`src/rtl/rivyera_reg_responder_if.sv`:
```
// Command/response bus between the RIVYERA API register ports and the register responder.
// slave: responder side; master: API port side (FIFO head in, response out).
interface rivyera_reg_responder_if;
    localparam int unsigned C_LENGTH_SLOT = 4;
    localparam int unsigned C_LENGTH_FPGA = 4;
    localparam int unsigned C_LENGTH_REG  = 8;
    localparam int unsigned C_LENGTH_CMD  = 8;
    localparam int unsigned C_LENGTH_DATA = 64;

    logic [C_LENGTH_SLOT-1:0] api_i_src_slot_in;
    logic [C_LENGTH_FPGA-1:0] api_i_src_fpga_in;
    logic [C_LENGTH_REG-1:0]  api_i_src_reg_in;
    logic [C_LENGTH_CMD-1:0]  api_i_src_cmd_in;
    logic [C_LENGTH_REG-1:0]  api_i_tgt_reg_in;
    logic [C_LENGTH_CMD-1:0]  api_i_tgt_cmd_in;
    logic [C_LENGTH_DATA-1:0] api_i_data_in;
    logic                     api_i_empty_in;
    logic                     api_i_rd_en_out;

    logic                     api_o_rfd_in;
    logic [C_LENGTH_SLOT-1:0] api_o_tgt_slot_out;
    logic [C_LENGTH_FPGA-1:0] api_o_tgt_fpga_out;
    logic [C_LENGTH_REG-1:0]  api_o_tgt_reg_out;
    logic [C_LENGTH_CMD-1:0]  api_o_tgt_cmd_out;
    logic [C_LENGTH_REG-1:0]  api_o_src_reg_out;
    logic [C_LENGTH_CMD-1:0]  api_o_src_cmd_out;
    logic [C_LENGTH_DATA-1:0] api_o_data_out;
    logic                     api_o_wr_en_out;

    modport slave (
        input  api_i_src_slot_in, api_i_src_fpga_in, api_i_src_reg_in, api_i_src_cmd_in,
        input  api_i_tgt_reg_in, api_i_tgt_cmd_in, api_i_data_in, api_i_empty_in,
        output api_i_rd_en_out,
        input  api_o_rfd_in,
        output api_o_tgt_slot_out, api_o_tgt_fpga_out, api_o_tgt_reg_out, api_o_tgt_cmd_out,
        output api_o_src_reg_out, api_o_src_cmd_out, api_o_data_out, api_o_wr_en_out
    );

    modport master (
        output api_i_src_slot_in, api_i_src_fpga_in, api_i_src_reg_in, api_i_src_cmd_in,
        output api_i_tgt_reg_in, api_i_tgt_cmd_in, api_i_data_in, api_i_empty_in,
        input  api_i_rd_en_out,
        output api_o_rfd_in,
        input  api_o_tgt_slot_out, api_o_tgt_fpga_out, api_o_tgt_reg_out, api_o_tgt_cmd_out,
        input  api_o_src_reg_out, api_o_src_cmd_out, api_o_data_out, api_o_wr_en_out
    );
endinterface

```
`src/rtl/rivyera_reg_responder.sv`:
```
// Register-file command responder: pops CMD_WR/CMD_RD words, stores writes, answers reads.
// Optional macro RIVYERA_REG_WR_ACK_EN: every CMD_WR also produces an acknowledge response.
module rivyera_reg_responder #(
    parameter int unsigned NUM_REGS = 16
) (
    input  logic                    api_clk_in,
    input  logic                    api_rst_in,
    rivyera_reg_responder_if.slave  bus,
    output logic                    busy_out
);
    localparam int unsigned C_LENGTH_SLOT = 4;
    localparam int unsigned C_LENGTH_FPGA = 4;
    localparam int unsigned C_LENGTH_REG  = 8;
    localparam int unsigned C_LENGTH_CMD  = 8;
    localparam int unsigned C_LENGTH_DATA = 64;
    localparam int unsigned CNT_W         = 32;
    localparam int unsigned IDX_W         = (NUM_REGS > 1) ? $clog2(NUM_REGS) : 1;

    localparam logic [C_LENGTH_CMD-1:0] CMD_WR   = C_LENGTH_CMD'(1);
    localparam logic [C_LENGTH_CMD-1:0] CMD_RD   = C_LENGTH_CMD'(2);
    localparam logic [C_LENGTH_REG-1:0] CNT_ADDR = C_LENGTH_REG'(NUM_REGS);

    localparam logic [1:0] IDLE = 2'd0;
    localparam logic [1:0] EXEC = 2'd1;
    localparam logic [1:0] RESP = 2'd2;

    logic [1:0] state, state_nxt;

    logic [C_LENGTH_SLOT-1:0] lat_src_slot;
    logic [C_LENGTH_FPGA-1:0] lat_src_fpga;
    logic [C_LENGTH_REG-1:0]  lat_src_reg;
    logic [C_LENGTH_CMD-1:0]  lat_src_cmd;
    logic [C_LENGTH_REG-1:0]  lat_tgt_reg;
    logic [C_LENGTH_CMD-1:0]  lat_tgt_cmd;
    logic [C_LENGTH_DATA-1:0] lat_data;

    logic [C_LENGTH_DATA-1:0] regs [NUM_REGS];
    logic [CNT_W-1:0]         cnt;
    logic [CNT_W-1:0]         cnt_inc;

    logic [C_LENGTH_SLOT-1:0] resp_tgt_slot;
    logic [C_LENGTH_FPGA-1:0] resp_tgt_fpga;
    logic [C_LENGTH_REG-1:0]  resp_tgt_reg;
    logic [C_LENGTH_CMD-1:0]  resp_tgt_cmd;
    logic [C_LENGTH_REG-1:0]  resp_src_reg;
    logic [C_LENGTH_CMD-1:0]  resp_src_cmd;
    logic [C_LENGTH_DATA-1:0] resp_data;
    logic [C_LENGTH_DATA-1:0] resp_data_nxt;

    logic             pop;
    logic             in_range;
    logic             is_wr;
    logic             is_rd;
    logic             resp_go;
    logic [IDX_W-1:0] idx;

    assign in_range = lat_tgt_reg < CNT_ADDR;
    assign is_wr    = lat_tgt_cmd == CMD_WR;
    assign is_rd    = lat_tgt_cmd == CMD_RD;
    assign idx      = IDX_W'(lat_tgt_reg);
    assign cnt_inc  = cnt + CNT_W'(1);

`ifdef RIVYERA_REG_WR_ACK_EN
    assign resp_go = is_rd | is_wr;
`else
    assign resp_go = is_rd;
`endif

    // State register
    always_ff @(posedge api_clk_in or negedge api_rst_in) begin
        if (!api_rst_in) state <= IDLE;
        else             state <= state_nxt;
    end

    // Next state and handshake outputs; gated by reset so they drop without a clock
    always_comb begin
        state_nxt           = state;
        pop                 = 1'b0;
        bus.api_i_rd_en_out = 1'b0;
        bus.api_o_wr_en_out = 1'b0;
        busy_out            = 1'b0;
        case (state)
            IDLE: begin
                pop = api_rst_in & ~bus.api_i_empty_in;
                if (!bus.api_i_empty_in) state_nxt = EXEC;
            end
            EXEC: begin
                busy_out  = 1'b1;
                state_nxt = resp_go ? RESP : IDLE;
            end
            RESP: begin
                busy_out            = 1'b1;
                bus.api_o_wr_en_out = bus.api_o_rfd_in;
                if (bus.api_o_rfd_in) state_nxt = IDLE;
            end
            default: state_nxt = IDLE;
        endcase
        bus.api_i_rd_en_out = pop;
    end

    // Capture the head-of-FIFO word as it is popped
    always_ff @(posedge api_clk_in or negedge api_rst_in) begin
        if (!api_rst_in) begin
            lat_src_slot <= '0;
            lat_src_fpga <= '0;
            lat_src_reg  <= '0;
            lat_src_cmd  <= '0;
            lat_tgt_reg  <= '0;
            lat_tgt_cmd  <= '0;
            lat_data     <= '0;
        end else if (pop) begin
            lat_src_slot <= bus.api_i_src_slot_in;
            lat_src_fpga <= bus.api_i_src_fpga_in;
            lat_src_reg  <= bus.api_i_src_reg_in;
            lat_src_cmd  <= bus.api_i_src_cmd_in;
            lat_tgt_reg  <= bus.api_i_tgt_reg_in;
            lat_tgt_cmd  <= bus.api_i_tgt_cmd_in;
            lat_data     <= bus.api_i_data_in;
        end
    end

    // Register file and transaction counter, both updated in EXEC
    always_ff @(posedge api_clk_in or negedge api_rst_in) begin
        if (!api_rst_in) begin
            for (int i = 0; i < int'(NUM_REGS); i++) regs[i] <= '0;
            cnt <= '0;
        end else if (state == EXEC) begin
            cnt <= cnt_inc;
            if (is_wr && in_range) regs[idx] <= lat_data;
        end
    end

    // Counter read returns the value including the current command
    always_comb begin
        resp_data_nxt = '0;
        if (is_wr) begin
            if (in_range) resp_data_nxt = lat_data;
        end else if (in_range) begin
            resp_data_nxt = regs[idx];
        end else if (lat_tgt_reg == CNT_ADDR) begin
            resp_data_nxt = C_LENGTH_DATA'(cnt_inc);
        end
    end

    // Response word: loaded in EXEC, held through RESP
    always_ff @(posedge api_clk_in or negedge api_rst_in) begin
        if (!api_rst_in) begin
            resp_tgt_slot <= '0;
            resp_tgt_fpga <= '0;
            resp_tgt_reg  <= '0;
            resp_tgt_cmd  <= CMD_WR;
            resp_src_reg  <= '0;
            resp_src_cmd  <= CMD_WR;
            resp_data     <= '0;
        end else if (state == EXEC && resp_go) begin
            resp_tgt_slot <= lat_src_slot;
            resp_tgt_fpga <= lat_src_fpga;
            resp_tgt_reg  <= lat_src_reg;
            resp_tgt_cmd  <= lat_src_cmd;
            resp_src_reg  <= lat_tgt_reg;
            resp_src_cmd  <= CMD_WR;
            resp_data     <= resp_data_nxt;
        end
    end

    assign bus.api_o_tgt_slot_out = resp_tgt_slot;
    assign bus.api_o_tgt_fpga_out = resp_tgt_fpga;
    assign bus.api_o_tgt_reg_out  = resp_tgt_reg;
    assign bus.api_o_tgt_cmd_out  = resp_tgt_cmd;
    assign bus.api_o_src_reg_out  = resp_src_reg;
    assign bus.api_o_src_cmd_out  = resp_src_cmd;
    assign bus.api_o_data_out     = resp_data;
endmodule

```
`src/flat_wrapper.sv`:
```
// flat-port wrapper written by rule: the top's interface ports become plain ports
module rivyera_reg_responder_flat 
#(
    parameter int unsigned NUM_REGS = 16
)
  (api_clk_in, api_rst_in, busy_out, bus_api_i_src_slot_in, bus_api_i_src_fpga_in, bus_api_i_src_reg_in, bus_api_i_src_cmd_in, bus_api_i_tgt_reg_in, bus_api_i_tgt_cmd_in, bus_api_i_data_in, bus_api_i_empty_in, bus_api_i_rd_en_out, bus_api_o_rfd_in, bus_api_o_tgt_slot_out, bus_api_o_tgt_fpga_out, bus_api_o_tgt_reg_out, bus_api_o_tgt_cmd_out, bus_api_o_src_reg_out, bus_api_o_src_cmd_out, bus_api_o_data_out, bus_api_o_wr_en_out);
  rivyera_reg_responder_if bus_i ();
  input  logic api_clk_in;
  input  logic api_rst_in;
  output logic busy_out;
  input wire logic [$bits(bus_i.api_i_src_slot_in)-1:0] bus_api_i_src_slot_in;
  input wire logic [$bits(bus_i.api_i_src_fpga_in)-1:0] bus_api_i_src_fpga_in;
  input wire logic [$bits(bus_i.api_i_src_reg_in)-1:0] bus_api_i_src_reg_in;
  input wire logic [$bits(bus_i.api_i_src_cmd_in)-1:0] bus_api_i_src_cmd_in;
  input wire logic [$bits(bus_i.api_i_tgt_reg_in)-1:0] bus_api_i_tgt_reg_in;
  input wire logic [$bits(bus_i.api_i_tgt_cmd_in)-1:0] bus_api_i_tgt_cmd_in;
  input wire logic [$bits(bus_i.api_i_data_in)-1:0] bus_api_i_data_in;
  input wire logic [$bits(bus_i.api_i_empty_in)-1:0] bus_api_i_empty_in;
  output wire logic [$bits(bus_i.api_i_rd_en_out)-1:0] bus_api_i_rd_en_out;
  input wire logic [$bits(bus_i.api_o_rfd_in)-1:0] bus_api_o_rfd_in;
  output wire logic [$bits(bus_i.api_o_tgt_slot_out)-1:0] bus_api_o_tgt_slot_out;
  output wire logic [$bits(bus_i.api_o_tgt_fpga_out)-1:0] bus_api_o_tgt_fpga_out;
  output wire logic [$bits(bus_i.api_o_tgt_reg_out)-1:0] bus_api_o_tgt_reg_out;
  output wire logic [$bits(bus_i.api_o_tgt_cmd_out)-1:0] bus_api_o_tgt_cmd_out;
  output wire logic [$bits(bus_i.api_o_src_reg_out)-1:0] bus_api_o_src_reg_out;
  output wire logic [$bits(bus_i.api_o_src_cmd_out)-1:0] bus_api_o_src_cmd_out;
  output wire logic [$bits(bus_i.api_o_data_out)-1:0] bus_api_o_data_out;
  output wire logic [$bits(bus_i.api_o_wr_en_out)-1:0] bus_api_o_wr_en_out;
  assign bus_i.api_i_src_slot_in = bus_api_i_src_slot_in;
  assign bus_i.api_i_src_fpga_in = bus_api_i_src_fpga_in;
  assign bus_i.api_i_src_reg_in = bus_api_i_src_reg_in;
  assign bus_i.api_i_src_cmd_in = bus_api_i_src_cmd_in;
  assign bus_i.api_i_tgt_reg_in = bus_api_i_tgt_reg_in;
  assign bus_i.api_i_tgt_cmd_in = bus_api_i_tgt_cmd_in;
  assign bus_i.api_i_data_in = bus_api_i_data_in;
  assign bus_i.api_i_empty_in = bus_api_i_empty_in;
  assign bus_api_i_rd_en_out = bus_i.api_i_rd_en_out;
  assign bus_i.api_o_rfd_in = bus_api_o_rfd_in;
  assign bus_api_o_tgt_slot_out = bus_i.api_o_tgt_slot_out;
  assign bus_api_o_tgt_fpga_out = bus_i.api_o_tgt_fpga_out;
  assign bus_api_o_tgt_reg_out = bus_i.api_o_tgt_reg_out;
  assign bus_api_o_tgt_cmd_out = bus_i.api_o_tgt_cmd_out;
  assign bus_api_o_src_reg_out = bus_i.api_o_src_reg_out;
  assign bus_api_o_src_cmd_out = bus_i.api_o_src_cmd_out;
  assign bus_api_o_data_out = bus_i.api_o_data_out;
  assign bus_api_o_wr_en_out = bus_i.api_o_wr_en_out;
  rivyera_reg_responder #(.NUM_REGS(NUM_REGS)) u_core (.api_clk_in(api_clk_in), .api_rst_in(api_rst_in), .bus(bus_i), .busy_out(busy_out));
endmodule
```
`config.mk`:
```
export PLATFORM = sky130hd
export DESIGN_NAME = rivyera_reg_responder_flat
export DESIGN_NICKNAME = d
export VERILOG_FILES = /design/src/rtl/rivyera_reg_responder_if.sv /design/src/rtl/rivyera_reg_responder.sv /design/src/flat_wrapper.sv
export SDC_FILE = /design/constraint.sdc
export NUM_CORES = 2
export LEC_CHECK = 0
export BUFFER_PORTS_ARGS = -buffer_cell sky130_fd_sc_hd__buf_2
export CORE_ASPECT_RATIO = 1.75
export CORE_UTILIZATION = 55
export DETAILED_ROUTE_END_ITERATION = 7
export PLACE_DENSITY = 0.72
export SLEW_MARGIN = 10
export SYNTH_ARGS = -nofsm -noshare
export SYNTH_HDL_FRONTEND = slang
export SYNTH_SLANG_ARGS = --single-unit
```
`constraint.sdc`:
```
create_clock -name api_clk_in -period 3.2 [get_ports api_clk_in]
set_clock_uncertainty 0.1 [all_clocks]
set_input_delay 0.48 -clock api_clk_in [delete_from_list [all_inputs] [get_ports api_clk_in]]
set_output_delay 0.48 -clock api_clk_in [all_outputs]
set_load 0.005 [all_outputs]
```
==> impl_metrics.env <==
export IMPL_yosysWarnings=0
export IMPL_cts_sinks=1258
export IMPL_first_pass_iters=5
export IMPL_fp_dieH_um=424
export IMPL_yosys_area_share_simple_pct=4.66
export IMPL_end_kind="register"
export IMPL_core_rowCount=154
export IMPL_synth_fa_ha_area_share_pct=0.0892
export IMPL_hold_path_class="in2reg"
export IMPL_layout_drive_gt1_share_pct=45.7
export IMPL_largest_reg_flops=1024
export IMPL_routed_via_count=32400
export IMPL_via_per_inst=5.99
export IMPL_io_buffers=206
export IMPL_synth_top_family_by_area="multiplexers"
export IMPL_synthArstFlopShare_pct=100
export IMPL_wl_mm=136
export IMPL_rsz0062_at_grt="no"
export IMPL_antenna_found_initial=2
export IMPL_cts_buffer_depth=3
export IMPL_htree_levels=3
export IMPL_cp_max_fo=23
export IMPL_num_nets_final=4110
export IMPL_grt_pass1_vias=35000
export IMPL_fin_tns_setup_ps=0
export IMPL_synth_xor_xnor_area_share_pct=0.874
export IMPL_setup_violations_final=0
export IMPL_start_kind="register"
export IMPL_p_per_area_nw_per_um2=624
export IMPL_fmax_mhz=332
export IMPL_root_buffer="clkbuf_16"
export IMPL_slew_violations=0
export IMPL_yosysUniqueCellTypes=49
export IMPL_peakVddDrop_v=0.000502
export IMPL_grt_ovfl_total=0
export IMPL_synthFlopType="dfrtp_1"
export IMPL_worst_pin_slew_ps=982
export IMPL_drt_iter0_markers=2020
export IMPL_grt_pass1_wl_mm=214
export IMPL_status="completed"
export IMPL_synthesis_area_um2=56100
export IMPL_synth_edff_count=0
export IMPL_synth_seq_area_share_pct=56.1
export IMPL_whs_ps=12.2
export IMPL_cp_common_cell="buf_12"
export IMPL_worst_setup_hold_path_clk_slew_ps=60
export IMPL_fp_dieW_um=243
export IMPL_postSynthAreaPerCell_um2=14.9
export IMPL_crit_slowest_cell="dfrtp_1"
export IMPL_ff2ff_setup_slack_ps=190
export IMPL_period_needed_ps=3010
export IMPL_grt_usage_pct=27.3
export IMPL_worst_ep_arrival_time_ps=3500
export IMPL_worst_path_largest_cell_delay_ps=370
export IMPL_crit_type="reg2reg"
export IMPL_place_gp_congestion=0.841
export IMPL_grt_max_degree=178
export IMPL_placed_cell_area_um2=59000
export IMPL_regMostFlops="u_core.regs"
export IMPL_dpl_hpwl_mm=81.6
export IMPL_ios=215
export IMPL_synthMuxAreaShare_pct=33.8
export IMPL_cts_buffers=110
export IMPL_die_area_um2=103000
export IMPL_ys_seq_elements=1258
export IMPL_max_cap_viol_count=0
export IMPL_max_slew_margin_pct=34.6
export IMPL_ant_nets=0
export IMPL_clk_latency_ps=720
export IMPL_cts_tree="built"
export IMPL_final_area_um2=63600
export IMPL_cts_setup_buffers=0
export IMPL_avgRoutedWirePerCell_um=25.2
export IMPL_hold_viol=0
export IMPL_cp_data_required_time_ps=3690
export IMPL_netlist_instances=3757
export IMPL_drc=0
export IMPL_cp_cell_sequence="inv_1 -> ha_1 -> and3b_1 -> nand4_2 -> or3_1 -> buf_4 -> nor2_4 -> buf_12 -> buf_12 -> mux2_2"
export IMPL_initial_utilization_pct=55.7
export IMPL_syn2layout_area_growth_pct=13.4
export IMPL_synth_compound_area_share_pct=1.35
export IMPL_p_leak_nw=31.5
export IMPL_fin_crit_sh_pct=94.1
export IMPL_fp_coreArea_um2=101000
-- placed cells by master, fill, tap and decap left out, types with 4 or more instances in the layout --
cell           Yosys  routed
a21boi_0           4       4
a21o_1             4       4
a21oi_1           15      15
a22oi_1           20      20
a31oi_1            4       4
and2_1             5       5
and3_1             7       6
and4_1             4       4
buf_12            12      53
buf_2             89     205
buf_4              8      69
bufinv_16          0       4
clkbuf_1         177      24
clkbuf_16          0     112
clkbuf_8           0      21
clkinv_2           0      30
conb_1             2       8
dfrtp_1         1257    1253
dfrtp_4            0       4
dlygate4sd3_1      0     105
ha_1               4       4
inv_1             53      53
mux2_2           905     905
mux2_4           120     120
mux4_2           310     310
nand2_1          477     469
nand2_4            0       8
nand3_1           17      16
nand4_1           21      21
nor2_1            30      29
nor2_4             0       6
nor2b_1           10      10
nor3_1            15      15
nor4_1             6       6
o21ai_0           52      52
o221ai_1          14      14
xnor2_1           31      31
xor2_1            25      25
-- power breakdown --
group	switching, mW	internal, mW	total (mW)
combinational	3.95	3.09	7.04
clock	5.99	7.26	13.3
sequential	2.49	16.9	19.4
total	12.4	27.3	39.7
-- repair_timing --
action,in CTS,in global routing
hold buffers,105,0
hold endpoints to repair,568,0
gates resized for setup,0,0
-- final timing paths --
path	startpoint	endpoint	depth (start not counted)
min reg2reg	u_core.bus.api_o_tgt_cmd_out[0]	u_core.bus.api_o_tgt_cmd_out[0]	2
min	bus_api_i_src_cmd_in[2]	u_core.lat_src_cmd[2]	3
max in group asynchronous	api_rst_in	u_core.lat_data[5]	3
min in group asynchronous	api_rst_in	u_core.regs[700]	2
max	u_core.state[1]	u_core.regs[84]	10
max reg2reg	u_core.state[1]	u_core.regs[84]	10
-- routing by layer --
metal	GRT usage [%]	wire length, um	vias up
li1	-	-	13900
met1	35.6	56100	17500
met2	47.7	71200	827
met3	3.48	5500	202
met4	8.53	3520	0
met5	0	0	-
-- per-stage QoR --
stage                     power [mW]  std cells  util (%)  setup WS [ps]
final                           39.7       5412      63.1            188
after global placement          26.6       5107      58.5            281
after CTS                       40.1       5411      63.1            208
after global routing            41.3       5411      63.1            155
after detailed placement        26.7       5107      58.5            238
after floorplan                 23.3       3763         -            601
-- worst max-delay path: cells and delay by family, from the launching register on --
kind,cells,cell delay (ps)
simple gates,4,940
buf+inv,4,780
mux,1,350
flops,1,370
fa+ha+maj,1,310
-- synth_stat cells, drive strengths merged, types with 2 or more instances --
library cell  count  area (um^2)
o21ai            52          260
nand2b            3         18.8
clkbuf          177          664
and3              7         43.8
and2              6         37.5
o221ai           14          123
xor2             25          219
inv              54          203
o31ai             3         22.5
o21a              3         22.5
nor3             15         75.1
xnor2            31          272
a31oi             4         25.0
or2               2         12.5
nor4              8         80.1
mux2           1025        12000
a22oi            20          150
or3               5         31.3
or4               2         15.0
dfrtp          1257        31500
mux4            310         6980
nand4            22          144
nand2           477         1790
and4              4         35.0
conb              2         7.51
a21oi            15         75.1
nor2             36          150
and3b             2         17.5
nand3            17         85.1
ha                4         50.1
buf             132          847
nor2b            10         62.6
a21boi            4         30.0
a21o              4         30.0
-- final cells by class --
type | count | area [um^2]
inverters | 54 | 205
repair buffers | 432 | 3660
flip-flops and latches | 1258 | 31500
well taps | 1326 | 1660
diodes | 1 | 2.50
clock inverters | 42 | 383
multi-input cells | 2142 | 23000
fillers | 7327 | 37200
clock buffers | 157 | 3180
-- logic make-up after synthesis --
group	after synthesis
adder cells (fa/ha/maj)	4
AO/OA/AOI/OAI	121
flip-flops	1258
buffers and inverters	363
AND/OR/NAND/NOR	618
multiplexers	1335
XOR/XNOR	56
other	2
No activity file was read; power rests on OpenSTA's default activity.
